### config.mk
export PLATFORM = sky130hd
export DESIGN_NAME = port_uart_tx
export DESIGN_NICKNAME = d
export VERILOG_FILES = /design/src/rtl/port_uart_tx.sv
export SDC_FILE = /design/constraint.sdc
export NUM_CORES = 1
export LEC_CHECK = 0
export CAP_MARGIN = 15
export CORE_ASPECT_RATIO = 1.5
export CORE_MARGIN = 2
export CORE_UTILIZATION = 58
export CTS_CLUSTER_SIZE = 40
export DETAILED_ROUTE_END_ITERATION = 8
export PLACE_DENSITY = 0.91
export RECOVER_POWER = 50
export SYNTH_ARGS = -nofsm -noshare
export SYNTH_HDL_FRONTEND = slang
export SYNTH_SLANG_ARGS = --single-unit
### constraint.sdc
create_clock -name clk -period 7.07 [get_ports clk]
set_input_delay 1.7675 -clock clk [delete_from_list [all_inputs] [get_ports clk]]
set_output_delay 1.7675 -clock clk [all_outputs]
set_load 0.02 [all_outputs]
### src/rtl/port_uart_tx.sv
// port_uart_tx: CPU output-port peripheral that queues bytes written to
// DATA_ADDR in a small FIFO and shifts them out as 8N1 UART frames on tx.
// A status word (overflow, fifo_full, busy) is readable at STATUS_ADDR.
module port_uart_tx #(
  parameter logic [15:0] DATA_ADDR    = 16'h0002,
  parameter logic [15:0] STATUS_ADDR  = 16'h0003,
  parameter int          CLKS_PER_BIT = 868,
  parameter int          FIFO_DEPTH   = 4
) (
  input  logic        clk,
  input  logic        rst_n,
  input  logic        cpu_write,
  input  logic        cpu_read,
  input  logic [15:0] cpu_addr,
  input  logic [15:0] port_wdata,
  output logic [15:0] status,
  output logic        tx
);

  localparam int PW = $clog2(FIFO_DEPTH);
  localparam int BW = $clog2(CLKS_PER_BIT);
  localparam logic [BW-1:0] BAUD_LAST = BW'(CLKS_PER_BIT - 1);
  localparam logic [PW:0]   DEPTH_C   = (PW + 1)'(FIFO_DEPTH);

  typedef enum logic [1:0] {
    ST_IDLE  = 2'd0,
    ST_START = 2'd1,
    ST_DATA  = 2'd2,
    ST_STOP  = 2'd3
  } state_t;

  state_t          state_r, state_s;
  logic [BW-1:0]   baud_r, baud_s;
  logic [2:0]      bit_r, bit_s;
  logic [7:0]      shift_r, shift_s;
  logic            tx_r, tx_s;

  logic [7:0]      mem_r [FIFO_DEPTH];
  logic [PW-1:0]   wr_ptr_r, rd_ptr_r;
  logic [PW:0]     cnt_r, cnt_s;
  logic            overflow_r, overflow_s;

  logic            empty_s, full_s, busy_s, baud_last_s;
  logic            push_req_s, push_ok_s, pop_s, ovf_clr_s;
  logic [7:0]      head_s;
  logic            unused_s;

  // Upper half of the CPU data word carries nothing for this port.
  assign unused_s = ^port_wdata[15:8];

  assign empty_s     = (cnt_r == '0);
  assign full_s      = (cnt_r == DEPTH_C);
  assign busy_s      = (state_r != ST_IDLE) | ~empty_s;
  assign baud_last_s = (baud_r == BAUD_LAST);
  assign head_s      = mem_r[rd_ptr_r];

  assign push_req_s  = cpu_write & (cpu_addr == DATA_ADDR);
  assign ovf_clr_s   = cpu_read & (cpu_addr == STATUS_ADDR);
  // A full FIFO can still take a byte when the head leaves on the same edge.
  assign push_ok_s   = push_req_s & (~full_s | pop_s);

  assign status = {13'b0, overflow_r, full_s, busy_s};
  assign tx     = tx_r;

  // Next-state, baud/bit counters, shifter and pop request for the frame FSM.
  always_comb begin
    state_s = state_r;
    baud_s  = baud_r;
    bit_s   = bit_r;
    shift_s = shift_r;
    pop_s   = 1'b0;
    case (state_r)
      ST_IDLE: begin
        baud_s = '0;
        if (!empty_s) begin
          pop_s   = 1'b1;
          shift_s = head_s;
          bit_s   = 3'd0;
          state_s = ST_START;
        end else begin
          state_s = ST_IDLE;
        end
      end
      ST_START: begin
        if (baud_last_s) begin
          baud_s  = '0;
          state_s = ST_DATA;
        end else begin
          baud_s  = baud_r + BW'(1);
        end
      end
      ST_DATA: begin
        if (baud_last_s) begin
          baud_s  = '0;
          shift_s = {1'b0, shift_r[7:1]};
          if (bit_r == 3'd7) begin
            bit_s   = 3'd0;
            state_s = ST_STOP;
          end else begin
            bit_s   = bit_r + 3'd1;
          end
        end else begin
          baud_s = baud_r + BW'(1);
        end
      end
      ST_STOP: begin
        if (baud_last_s) begin
          baud_s = '0;
          if (!empty_s) begin
            // Next byte already waiting: chain straight into its start bit.
            pop_s   = 1'b1;
            shift_s = head_s;
            bit_s   = 3'd0;
            state_s = ST_START;
          end else begin
            state_s = ST_IDLE;
          end
        end else begin
          baud_s = baud_r + BW'(1);
        end
      end
      default: begin
        state_s = ST_IDLE;
        baud_s  = '0;
        bit_s   = 3'd0;
      end
    endcase
  end

  // Line level for the state being entered, so tx can be registered.
  always_comb begin
    tx_s = 1'b1;
    case (state_s)
      ST_START: tx_s = 1'b0;
      ST_DATA:  tx_s = shift_s[0];
      ST_STOP:  tx_s = 1'b1;
      ST_IDLE:  tx_s = 1'b1;
      default:  tx_s = 1'b1;
    endcase
  end

  // FIFO occupancy and sticky overflow; a same-cycle set beats a clear.
  always_comb begin
    cnt_s      = cnt_r;
    overflow_s = overflow_r;
    case ({push_ok_s, pop_s})
      2'b10:   cnt_s = cnt_r + (PW + 1)'(1);
      2'b01:   cnt_s = cnt_r - (PW + 1)'(1);
      default: cnt_s = cnt_r;
    endcase
    if (push_req_s && !push_ok_s) begin
      overflow_s = 1'b1;
    end else if (ovf_clr_s) begin
      overflow_s = 1'b0;
    end else begin
      overflow_s = overflow_r;
    end
  end

  // Frame FSM state, counters, shifter and registered tx line.
  always_ff @(posedge clk or negedge rst_n) begin
    if (!rst_n) begin
      state_r <= ST_IDLE;
      baud_r  <= '0;
      bit_r   <= 3'd0;
      shift_r <= 8'h00;
      tx_r    <= 1'b1;
    end else begin
      state_r <= state_s;
      baud_r  <= baud_s;
      bit_r   <= bit_s;
      shift_r <= shift_s;
      tx_r    <= tx_s;
    end
  end

  // FIFO storage, pointers, occupancy count and overflow flag.
  always_ff @(posedge clk or negedge rst_n) begin
    if (!rst_n) begin
      for (int i = 0; i < FIFO_DEPTH; i++) begin
        mem_r[i] <= 8'h00;
      end
      wr_ptr_r   <= '0;
      rd_ptr_r   <= '0;
      cnt_r      <= '0;
      overflow_r <= 1'b0;
    end else begin
      if (push_ok_s) begin
        mem_r[wr_ptr_r] <= port_wdata[7:0];
        wr_ptr_r        <= wr_ptr_r + PW'(1);
      end
      if (pop_s) begin
        rd_ptr_r <= rd_ptr_r + PW'(1);
      end
      cnt_r      <= cnt_s;
      overflow_r <= overflow_s;
    end
  end

endmodule

=== Yosys cells after proc, flatten, opt, wreduce, memory -nomap -nowiden ===
Cells that the tools add are included.

* Add/sub/neg operators: 6
* Magnitude comparators: 3
* Equal/unequal tests: 15
* Muxes and demuxes: 30
* Bitwise gates (word level): 9
* Reduce and logical (&&, ||, !) cells: 13

{| class="wikitable"
|+ Operators by type and width
! cell !! number
|-
| 2-to-1 mux 8 bit || 6
|-
| bitwise mux 32 bit || 1
|-
| equality test 16 x 2 -> 1 bit (second input constant) || 2
|-
| case mux 8 bit (3 select lines) || 1
|-
| case mux 10 bit (2 select lines) || 1
|-
| binary-select mux 8 bit (select 2 bit) || 1
|-
| demux 8 bit (select 2 bit) || 1
|-
| 2-to-1 mux 3 bit || 4
|-
| adder 10 x 1 -> 10 bit (second input constant) || 1
|-
| equality test 10 bit (second input constant) || 1
|-
| equality test 2 bit (second input constant) || 5
|-
| 2-to-1 mux 10 bit || 1
|-
| case mux 3 bit (3 select lines) || 1
|-
| 2-to-1 mux 2 bit || 4
|-
| case mux 2 bit (4 select lines) || 1
|-
| adder 3 x 1 -> 3 bit (second input constant) || 2
|-
| equality test 2 x 1 -> 1 bit (second input constant) || 3
|-
| equality test 3 bit (second input constant) || 2
|-
| >= comparator 3 bit (second input constant) || 2
|-
| inverter 2 -> 3 bit || 2
|-
| case mux 3 bit (2 select lines) || 1
|-
| nonzero test 2 bit || 3
|-
| 2-to-1 mux 1 bit || 5
|-
| adder 2 x 1 -> 2 bit (second input constant) || 2
|-
| other kinds (16) || 23
|}

* Flip-flop bits (word level): 64
* Bits of input ports: 36
* Output and inout bits: 17
* Word-level logic and storage cells: 90

=== Longest topological paths before layout ===
Gate-level depths: netlist (run 1).

* Word-level depth: 9
* Mapped depth: 12
* Gate-level depth less buffers: 12

=== Least setup slack after synthesis (run 1) ===
Ideal clock, no wire load.

* Path type: in2reg
* Start point: in cpu_addr[3]
* End point: reg cnt_r[2]
* Library setup time: 0.125 ns
* Data arrival time: 3.715 ns
* Setup slack: 3.230 ns
* Stages on the path: 10
* Path buffers: 0
* Cell sequence: nor4b_1 nand4_1 a2111oi_4 inv_1 ha_1 inv_1 fa_1 xor2_1 nor2_1 xor2_1

* Word-level cells in the longest chain between the ends: 5
* Elaborated cells on any way between the ends: 7
* Those cells by class: eq/ne (3); mux (1); bitwise (2); reduce/logical (1)

{| class="wikitable"
|+ Ends and longest elaborated chain
! item !! line !! RTL
|-
| start: declaration || 14 || <nowiki>input logic [15:0] cpu_addr,</nowiki>
|-
| equality test 16 x 2 -> 1 bit (*) || 57 || <nowiki>assign push_req_s = cpu_write & (cpu_addr == DATA_ADDR);</nowiki>
|-
| bitwise AND 1 bit (*) || 57 ||
|-
| bitwise AND 1 bit (*) || 60 || <nowiki>assign push_ok_s = push_req_s & (~full_s | pop_s);</nowiki>
|-
| equality test 2 x 1 -> 1 bit / equality test 2 bit (equally long branches) || 146 || <nowiki>case ({push_ok_s, pop_s})</nowiki>
|-
| case mux 3 bit (2 select lines) / nonzero test 2 bit (equally long branches) || n/a ||
|-
| end signal: assignment || 195 || <nowiki>cnt_r <= cnt_s;</nowiki>
|-
| end: declaration || 40 || <nowiki>logic [PW:0] cnt_r, cnt_s;</nowiki>
|}

Mark *: on every way between the ends. The rest lies on a longest branch, timed or not.
A chain may end at the register's enable or synchronous reset.

==> results of run 1 <==
-- area by class of cell --
type                       count  area, um2
clock buffer                  11        151
tap                           72       90.1
fill                         440       1810
clock inverter                 5       78.8
sequential                    64       1600
inverter                      14       52.6
timing repair buffer          33        317
multi-input combinational    202       1640
-- kinds of logic after synthesis --
| group | after synthesis | synth area share [%] |
|---|---|---|
| compound gates | 36 | 8.09 |
| mux | 42 | 16.4 |
| other cells | 1 | 0.110 |
| flops | 64 | 46.9 |
| buf+inv | 39 | 6.19 |
| simple gates | 81 | 12.6 |
| xor+xnor | 14 | 3.59 |
| fa+ha+maj | 16 | 6.08 |
-- flip-flops by register name (all words and copies together), names as in the netlist --
register / count
baud_r: 10
bit_r: 3
cnt_r: 3
mem_r: 32
overflow_r: 1
rd_ptr_r: 2
shift_r: 8
state_r: 2
tx: 1
wr_ptr_r: 2
-- how the worst max path moves through the flow --
stage	endpoint	start	slack (ps)	depth (start not counted)
global placement	cnt_r[2]	cpu_addr[3]	2640	11
floorplan	cnt_r[2]	cpu_addr[3]	3230	10
detailed placement	cnt_r[2]	cpu_addr[3]	2550	11
CTS	cnt_r[2]	cpu_addr[3]	2930	11
finish	mem_r[10]	rst_n	2620	2
global route	mem_r[2]	rst_n	1810	2
-- cell usage after synthesis, types with 4 or more instances --
cell type,instances,area (um2)
sky130_fd_sc_hd__dfrtp_1,63,1580
sky130_fd_sc_hd__mux2_2,32,360
sky130_fd_sc_hd__nor2_1,19,71.3
sky130_fd_sc_hd__buf_4,17,128
sky130_fd_sc_hd__nand2_1,17,63.8
sky130_fd_sc_hd__ha_1,15,188
sky130_fd_sc_hd__inv_1,14,52.6
sky130_fd_sc_hd__nand4_1,9,56.3
sky130_fd_sc_hd__xor2_1,9,78.8
sky130_fd_sc_hd__mux4_2,8,180
sky130_fd_sc_hd__o21ai_0,7,35.0
sky130_fd_sc_hd__a21oi_1,6,30.0
sky130_fd_sc_hd__clkbuf_1,6,22.5
sky130_fd_sc_hd__nor3_1,6,30.0
sky130_fd_sc_hd__a311oi_1,5,43.8
sky130_fd_sc_hd__nand3_1,5,25.0
sky130_fd_sc_hd__xnor2_1,5,43.8
sky130_fd_sc_hd__nand2_2,4,25.0
-- per-layer routing --
layer  GRT usage [%]  share of wire (%)  vias to the layer above
li1                -                  -                     1088
met1            26.7                 40                     1160
met2            39.5                 53                       62
met3            4.38                3.7                       21
met4            12.6                3.1                        0
met5               0                  0                        -
-- where the power goes --
part	switching (W)	total, W	internal, W	leakage, nW
Combinational	0.000182	0.000327	0.000145	0.880
Clock	0.000146	0.000363	0.000217	0.119
Sequential	0.0000587	0.000465	0.000406	0.858
-- through the flow --
stage	worst slack (ps)	area, um2	hold WS (ps)
after global routing	1810	3940	520
after detailed placement	2550	3710	480
after floorplan	3230	3460	447
final	2620	3940	486
after CTS	2930	3950	495
after global placement	2640	3710	472
==> reports/summary.md, run 1 <==
After detailed placement, the design holds a cell count of 385. Counting every sink on the clock net gives 64. The root cell of the clock tree is sky130_fd_sc_hd__clkbuf_8.

After the first detailed-routing iteration, the DRC count stood at 138. Cells with a size suffix above 1 make up 20.1% of the layout. The hold-critical path depth was 1; the total design power was 0.00115 W.

The kind of start point of the critical path was an input pin. The first-pass GRT wire length was 11400 um. At the worst endpoint, the arrival time is 4170 ps. The library cell used most frequently in the layout, excluding fill and tap cells, is sky130_fd_sc_hd__dfrtp_1. Once layout is complete, the utilization of the core stands at 68.5%.

The routed via count divided by cell count was 5.81. Detailed routing inserted a total of 2331 vias. During I/O placement, the number of pins put on the boundary was 53. The floorplan has 34 rows. The number of violations of the max-capacitance limit came out at 1.

The worst path in the final design needs a cycle of 4450 ps, including I/O delays and setup. Once detailed placement completed, the half-perimeter wirelength came to 4680 um. Summed over all failing endpoints, the final setup total negative slack is 0 ps.

Of all nets on the critical path, the largest fanout is 64. The sum of overflow across all layers after global routing was 0. Highest-delay cell along the critical path: sky130_fd_sc_hd__clkbuf_1.

In this run the critical register-to-register path is captured at cnt_r[2]. In the layout the commonest cells are sky130_fd_sc_hd__dfrtp_1, sky130_fd_sc_hd__mux2_2, sky130_fd_sc_hd__clkdlybuf4s50_1. TritonCTS built the clock tree.

The number of max-slew violations in the final report was 65; the number of flops mapped to enable cells by yosys was 0. The net count of the finished layout is 376. Worst min-delay path class: register to register. At the pin with the least slew margin, the transition time is 3280 ps.

Post-CTS repair changed the size of 0 cells. The worst setup path is captured at an asynchronous set/reset pin. The worst-case IR drop observed on VDD is 0.000191 V.

The run gives 0 as the hold violation total from the final report. The run gives 0 as the final antenna-violating net count. The cell area that synthesis handed to floorplanning was 3420 um2. For hold timing, the worst endpoint is baud_r[0]. After clock tree synthesis, the clock-pin slew on the worst setup and hold paths is 70 ps. The floorplan step set the die height to 98.0 um. Routability-driven placement finished with a final weighted congestion of 0.890.

The tools report the worst clock skew on the final layout as 7.24 ps. The clock passes through at most 2 buffers. After layout, the worst path uses 62.9% of the clock period. Worst flop-to-flop path startpoint: baud_r[0]. The tools report the leakage power of the design as 1.86 nW. The worst register-to-register path has a setup slack of 3910 ps. After the flow finishes, the layout carries non-filler instances totaling 401. The total buffers and inverters traversed by the critical path was 2.

Counting cells, the worst reg-to-reg path comes to 11. The number of iterations in the first detailed-routing pass is 4. On the worst path, the slowest cell contributes a delay of 2300 ps. The kind of cell with the highest combined delay along the critical path is buffers and inverters. Residual DRC count: 0. Core footprint: 5740 um2. The total clock buffers created by CTS is 9.

0 antenna diodes ended up in the layout. Dividing total power by cell area gives a power density of 293 nW/um2. The tools report the total die area as 6540 um2. The via count of the first global-routing pass was 2533. The critical path in this run is classified as input pin to asynchronous set/reset pin.

Total of warnings raised by yosys: 0. Traced cell by cell, the critical path runs through buf_2, clkbuf_1. In this run the tool buffered the top-level ports with 31 buffer cells. Across every metal layer, demand over resource in global routing totals 23.2%. The startpoint identified for the worst hold timing path is baud_r[0]. The post-CTS setup buffer count is 0, and the initial standard-cell utilization of the core is 59.5%. From left edge to right edge, the die measures 66.7 um. Entering global routing, the biggest net connects 65 pins.

The logs give 0 for the number of antenna violations at the first check in global routing and 0 for the final number of setup-violating endpoints. The average instance area after synthesis came out at 11.7 um2. The flow ran to the end, but the final reports show violations.

The final reports fail on max-capacitance violations, max-slew violations. Headroom to the max-slew limit came out at -118%. Synthesis instantiated 50 different standard cells from the library. The later pin in the worst-skew pair is clocked with a latency of 350 ps.

Dividing the detail-routed wire length by the instance count gives 16.4 um. Level count of the clock H-tree: 3. Synthesis handed over a netlist of 293 instances.

In the synthesized netlist the async set-or-reset flop fraction comes to 100%. Timing would allow up to 0.225 GHz. Compared with the post-synthesis result, the final layout area differs by 15.2%. Counting flops and latches in the post-synthesis netlist gives 64. Setup repair after global routing left no endpoint under its margin. The tools report the data required time at the worst endpoint as 6800 ps. The share of the Yosys chip area taken by registers is 46.9%. Flip-flop cell with the highest count after synthesis: sky130_fd_sc_hd__dfrtp_1. The wire length after detailed routing is 6570 um. After clock tree synthesis, the flow added hold-fix buffers numbering 0.
(Power assumes the default switching activity.)
==> run 2, diff against run 1 <==
CORE_UTILIZATION = 54   (was 58)
PLACE_DENSITY = 0.86   (was 0.91)
clock period = 4.2 ns   (was 7.07 ns; I/O delays follow)
==> reports/summary.md, run 2 (same netlist as run 1, synthesis figures left out) <==
The run finished, with violations left. The final reports fail on max-capacitance violations, max-slew violations. The total vias in the final route is 2327 (-0.17%). The cell that appears most often on the critical path is sky130_fd_sc_hd__inv_1. The run gives 1 (unchanged) as the number of violations of the max-capacitance limit. The placed wire-length estimate after detailed placement is 4930 um (+5.3%).

The residual DRC count was 0 (unchanged). The length in cells of the worst reg-to-reg path is 10 (-1). The logs give 9 (unchanged) for the total clock buffers created by CTS and 3880 um2 (-1.3%) for the final design area excluding fillers.

The start-to-end type of the worst setup path is input pin to register. The via count of the first global-routing pass is 2443 (-3.6%). The clock network latency to the later pin of the worst-skew pair came out at 350 ps (about the same). The height of the die came out at 101 um (+3.5%). For the final antenna-violating net count, the log shows 0 (unchanged). The run gives 45 (-31%) as the number of max-slew violations in the final report. The post-placement cell area was 3720 um2 (+0.27%); the initial standard-cell utilization of the core was 55.8% (-3.8 points). Setup repair after global routing left no endpoint under its margin. For the worst-case register-to-register setup slack, the log shows 1080 ps (-2830 ps).

For the peak supply drop, the log shows 0.000328 V (+72%). Area growth from synthesis to final layout: 13.6%. The filler cell count came out at 469 (+6.6%). The antenna cell count is 0 (unchanged).

The relative slew slack is -51.7% (+67 points), and the first-pass GRT wire length is 11400 um (-0.36%). Cell total after placement: 388 (+0.78%). TritonCTS built the clock tree. The run gives 8.68 ps (+1.44 ps) as the worst clock skew on the final layout.

The run gives 22.3% (-0.83 points) as the global-route total usage across every layer. Leaving out fill and tap cells, the most frequent cells in the layout are sky130_fd_sc_hd__dfrtp_1, sky130_fd_sc_hd__mux2_2, sky130_fd_sc_hd__clkdlybuf4s50_1. Worst min-delay path class: register to register.

The peak fanout along the critical path is 8 (-88%). Width of the chip: 69.0 um (+3.4%). The tools report the number of cells upsized or downsized after cts as 0 (unchanged). The starting DRC count in detailed routing is 75 (-46%). The critical path goes through clkdlybuf4s50_1, nor4_1, nand4_1, a2111oi_4, buf_4, inv_1, ha_1, inv_1, fa_1, mux2i_1. The routed wirelength normalized by instance count was 16.4 um (+0.33%); the post-cts hold buffer count was 0 (unchanged).

The cell row count was 35 (+2.9%); the power density relative to cell area was 460 nW/um2 (+57%). The run gives 377 (+0.27%) as the number of nets in the finished design. The run gives 0 (unchanged) as the final number of setup-violating endpoints. Register bank with the most flops: mem_r.

The largest registers in the layout are mem_r x32, baud_r x10, shift_r x8. The area taken by flip-flops and latches came out at 1600 um2 (unchanged). The worst register-to-register path begins at baud_r[0]. The tools report the total area of multi-input combinational cells as 1640 um2 (unchanged). Core footprint: 6130 um2 (+6.8%).

Static timing analysis puts the maximum clock frequency at 0.307 GHz. Number of primary I/O pins: 53 (unchanged). The number of buffers added on ports was 31 (unchanged).

The summed negative setup slack over all endpoints is 0 ps (unchanged). The launch point of the critical path is cpu_addr[5]. Wire length after detailed routing: 6640 um (+1.1%). The maximum buffer depth of the clock tree is 2 (unchanged), and the leakage power of the design is 1.84 nW (-1.1%). The run gives 404 (+0.75%) as the final cell count without fillers. The tools report the worst min-delay path startpoint as baud_r[0]. The total die area is 7000 um2 (+7.0%). The maximum single-stage delay on the critical path is 410 ps (-1890 ps), and the weighted congestion at the end of routability-driven global placement is 0.817 (-8.3%). Actual transition at the worst max-transition pin: 2280 ps (-1000 ps).

Of the available clock period, the critical path in the final layout requires 77.4%. The logs give 4 (unchanged) for the number of iterations in the first detailed-routing pass and 4470 ps (-2330 ps) for the data required time at the worst endpoint. The logs give 64 (unchanged) for the TritonCTS sink count and 0.00179 W (+55%) for the total design power. The tools report the kind of end point of the critical path as a register. Most common library cell in the layout ignoring fill and taps: sky130_fd_sc_hd__dfrtp_1.

The clock period minus worst slack is 3250 ps. The worst setup path is launched from an input pin. The hold-critical path depth is 1 (unchanged). The sum of overflow across all layers after global routing is 0 (unchanged). The number of antenna violations at the first check in global routing came out at 0 (unchanged). The highest-delay cell along the critical path is sky130_fd_sc_hd__clkdlybuf4s50_1. The arrival time of data at the critical path endpoint was 3520 ps (-650 ps).

The root cell of the clock tree is sky130_fd_sc_hd__clkbuf_8. The maximum number of pins on one net before global-route repair was 45 (-31%). The hold violation total from the final report came out at 0 (unchanged). The tools report the post-CTS setup buffer count as 0 (unchanged).

The number of flip-flops under the largest register name is 32 (unchanged). The clock transition at the registers of the reported paths came out at 60 ps (about the same). Routed via count divided by cell count: 5.76 (-0.91%).

The tools report the level count of the clock H-tree as 3 (unchanged). Fraction of final layout cells with drive strength greater than 1: 20.0% (-0.061 points).
-- run 2: worst max-delay path: cells and delay by family --
| family | cells | cell delay, ps |
|---|---|---|
| adders and majority gates | 2 | 620 |
| and+or+nand+nor | 2 | 590 |
| AOI/OAI and AO/OA | 1 | 360 |
| muxes | 1 | 150 |
| buffers and inverters | 4 | 750 |
-- run 2: final cells by class --
| class | count | area share, % |
|---|---|---|
| multi-input combinational | 202 | 42.3 |
| sequential | 64 | 41.3 |
| timing repair buffer | 34 | 8.41 |
| clock buffer | 12 | 3.74 |
| tap | 74 | 2.38 |
| inverter | 14 | 1.35 |
| clock inverter | 4 | 0.515 |
-- run 2: path summary, 6_finish.rpt --
path	to
min	baud_r[0]
max	cnt_r[1]
min in group asynchronous	mem_r[9]
max in group asynchronous	tx
max reg2reg	cnt_r[2]
min reg2reg	baud_r[0]
-- run 2: metrics by stage --
step / setup WS [ps] / utilization [%] / hold WS [ps]
2_1_floorplan: 1080 / - / 447
3_3_place_gp: 641 / 60.8 / 472
3_5_place_dp: 573 / 60.8 / 485
4_1_cts: 939 / 63.4 / 493
5_1_grt: 772 / 63.3 / 508
6_report: 948 / 63.3 / 491
-- run 2: metal layers --
layer,track usage [%],part of all wire (%),vias to the layer above
met5,0,0,-
met4,11.0,2.5,0
met3,4.00,3.3,13
met2,39.6,58,63
met1,25.0,37,1163
li1,-,-,1088
-- run 2: power by group --
group / internal [W] / leakage [nW] / switching, W / total (W)
clock: 0.000226 / 0.0899 / 0.000226 / 0.000452
combinational: 0.000246 / 0.889 / 0.000306 / 0.000552
sequential: 0.000684 / 0.858 / 0.0000984 / 0.000782
total: 0.00116 / 1.84 / 0.000630 / 0.00179
==> run 3, diff against run 2 <==
CORE_UTILIZATION = 49   (was 54)
PLACE_DENSITY = 0.83   (was 0.86)
clock period = 2.8 ns   (was 4.2 ns; I/O delays follow)
==> reports/summary.md, run 3 (same netlist as run 1, synthesis figures left out) <==
The fraction of final layout cells with drive strength greater than 1 was 22.9% (+2.9 points); the sum of overflow across all layers after global routing was 0 (unchanged). The tools report the total vias in the final route as 2322 (-0.21%). The logs give 37 (+5.7%) for the cell row count and 53 (unchanged) for the number of primary I/O pins. The hold violation total from the final report is 0 (unchanged). More flip-flops sit in one register than any other, and that register is mem_r.

The routed wirelength normalized by instance count is 15.5 um (-5.7%). The power density relative to cell area works out to 697 nW/um2 (+52%). The logs give 0 (unchanged) for the final antenna-violating net count and 0 (unchanged) for the number of antenna violations at the first check in global routing. The checks that failed: max-capacitance violations, max-slew violations. The clock network latency to the later pin of the worst-skew pair is 350 ps (about the same).

The total design power came out at 0.00277 W (+55%). The tools report the via count of the first global-routing pass as 2379 (-2.6%). The number of nets in the finished design is 383 (+1.6%), and the total clock buffers created by CTS is 9 (unchanged). In the layout the commonest cells are sky130_fd_sc_hd__dfrtp_1, sky130_fd_sc_hd__mux2_2, sky130_fd_sc_hd__clkdlybuf4s50_1. The number of iterations in the first detailed-routing pass came out at 4 (unchanged).

Setup repair after global routing left no endpoint under its margin. The logs give 0.384 GHz for the highest achievable clock rate and 1 (unchanged) for the number of violations of the max-capacitance limit. For the final number of setup-violating endpoints, the log shows 0 (unchanged). The post-placement cell area is 3770 um2 (+1.3%). Peak fanout along the critical path: 7 (-1). The most common library cell in the layout ignoring fill and taps is sky130_fd_sc_hd__dfrtp_1. The clock transition at the registers of the reported paths was 70 ps (about the same). The worst min-delay path class is register to register. The final design area excluding fillers was 3970 um2 (+2.3%); the starting DRC count in detailed routing was 163 (+120%). The final period utilization works out to 93.1%. Width of the chip: 72.2 um (+4.7%).

The antenna cell count is 0 (unchanged), and the area growth from synthesis to final layout is 16.3%. The weighted congestion at the end of routability-driven global placement was 0.836 (+2.3%). TritonCTS sink count: 64 (unchanged). Actual transition at the worst max-transition pin: 1550 ps (-726 ps). The run gives 6810 um2 (+11%) as the core footprint. The arrival time of data at the critical path endpoint was 1910 ps (-1610 ps). The level count of the clock H-tree was 3 (unchanged).

The largest registers in the layout are mem_r x32, baud_r x10, shift_r x8. The height of the die is 106 um (+4.8%). For the initial standard-cell utilization of the core, the log shows 50.2% (-5.5 points). The number of flip-flops under the largest register name came out at 32 (unchanged). The worst setup path is launched from a register. The routed via count divided by cell count works out to 5.61 (-2.6%).

The kind of end point of the critical path was an output port. The worst clock skew on the final layout was 7.67 ps (-1.02 ps). Start-to-end type of the worst setup path: register to output port. The wire length after detailed routing is 6420 um (-3.3%), and the data required time at the worst endpoint is 2100 ps (-2370 ps). The tools report the global-route total usage across every layer as 18.8% (-3.5 points). The number of buffers added on ports works out to 31 (unchanged). The tools report the placed wire-length estimate after detailed placement as 4600 um (-6.7%). The tools report the total die area as 7670 um2 (+9.7%). TritonCTS built the clock tree.

The relative slew slack came out at -3.32% (+48 points). For the leakage power of the design, the log shows 1.88 nW (+2.1%). The maximum number of pins on one net before global-route repair came out at 65 (+44%). The clock period minus worst slack works out to 2610 ps. The run finished, with violations left. The root cell of the clock tree is sky130_fd_sc_hd__clkbuf_8.

The run gives 2 (unchanged) as the maximum buffer depth of the clock tree. The logs give 0.000480 V (+46%) for the peak supply drop and 0 (unchanged) for the residual DRC count. The logs give 65 (+44%) for the number of max-slew violations in the final report and 11200 um (-1.9%) for the first-pass GRT wire length.

The tools report the post-cts hold buffer count as 0 (unchanged).
[run 3: changes by cell type in the layout (fill, tap and decap cells not counted), sizes merged]
cell,before,now
clkinvlp,0,1
buf,3,8
clkinv,4,1
clkbuf,13,16
[run 3: path summary, 6_finish.rpt]
path | start | end | slack, ps | cells after the start
worst max-delay path | state_r[0] | status[0] | 190 | 4
worst min-delay path | baud_r[0] | baud_r[0] | 490 | 1
worst max register to register | state_r[1] | cnt_r[2] | 220 | 12
worst min register to register | baud_r[0] | baud_r[0] | 490 | 1
max in group asynchronous | rst_n | state_r[0] | 960 | 2
min in group asynchronous | rst_n | baud_r[6] | 800 | 2
[run 3: layer usage]
| metal | part of all wire, % | global-route usage (%) | vias to the layer above |
|---|---|---|---|
| met5 | 0 | 0 | - |
| met4 | 1.8 | 7.28 | 0 |
| met2 | 54 | 32.0 | 35 |
| met3 | 2.8 | 4.36 | 10 |
| li1 | - | - | 1101 |
| met1 | 42 | 22.6 | 1176 |
[run 3: power by group]
group / total (W) / leakage (nW) / internal, W / switching, W
clock network: 0.000743 / 0.0927 / 0.000393 / 0.000350
logic: 0.000856 / 0.926 / 0.000402 / 0.000454
registers: 0.00117 / 0.857 / 0.00103 / 0.000145
[run 3: layout make-up]
| class | count | area (um2) |
|---|---|---|
| Fill cell | 543 | 2830 |
| Multi-Input combinational cell | 202 | 1670 |
| Sequential cell | 64 | 1600 |
| Timing Repair Buffer | 40 | 367 |
| Clock buffer | 14 | 173 |
| Tap cell | 78 | 97.6 |
| Inverter | 14 | 52.6 |
| Clock inverter | 2 | 12.5 |
[run 3: what timing repair did]
item	in CTS	in global routing
resized for setup	0	5
buffers inserted	0	0
setup endpoints to repair	0	2
endpoints found under the hold margin	0	0
[run 3: worst max-delay path, cell delays in order (launching register included)]
cell and delay (ps):
sky130_fd_sc_hd__dfrtp_2 450, sky130_fd_sc_hd__inv_1 140, sky130_fd_sc_hd__ha_1 310, sky130_fd_sc_hd__nand2_1 110, sky130_fd_sc_hd__clkdlybuf4s50_1 550
[run 3: per-stage QoR]
| step | utilization, % | TNS, ps | hold slack [ps] | cells | setup slack (ps) |
|---|---|---|---|---|---|
| 6_report | 58.4 | 0 | 488 | 414 | 193 |
| 5_1_grt | 58.4 | 0 | 511 | 414 | 29.2 |
| 4_1_cts | 58.2 | 0 | 488 | 414 | 24.5 |
| 3_5_place_dp | 55.5 | -5350 | 478 | 398 | -338 |
| 3_3_place_gp | 55.5 | -4190 | 470 | 398 | -258 |
| 2_1_floorplan | - | 0 | 404 | 305 | 27.4 |
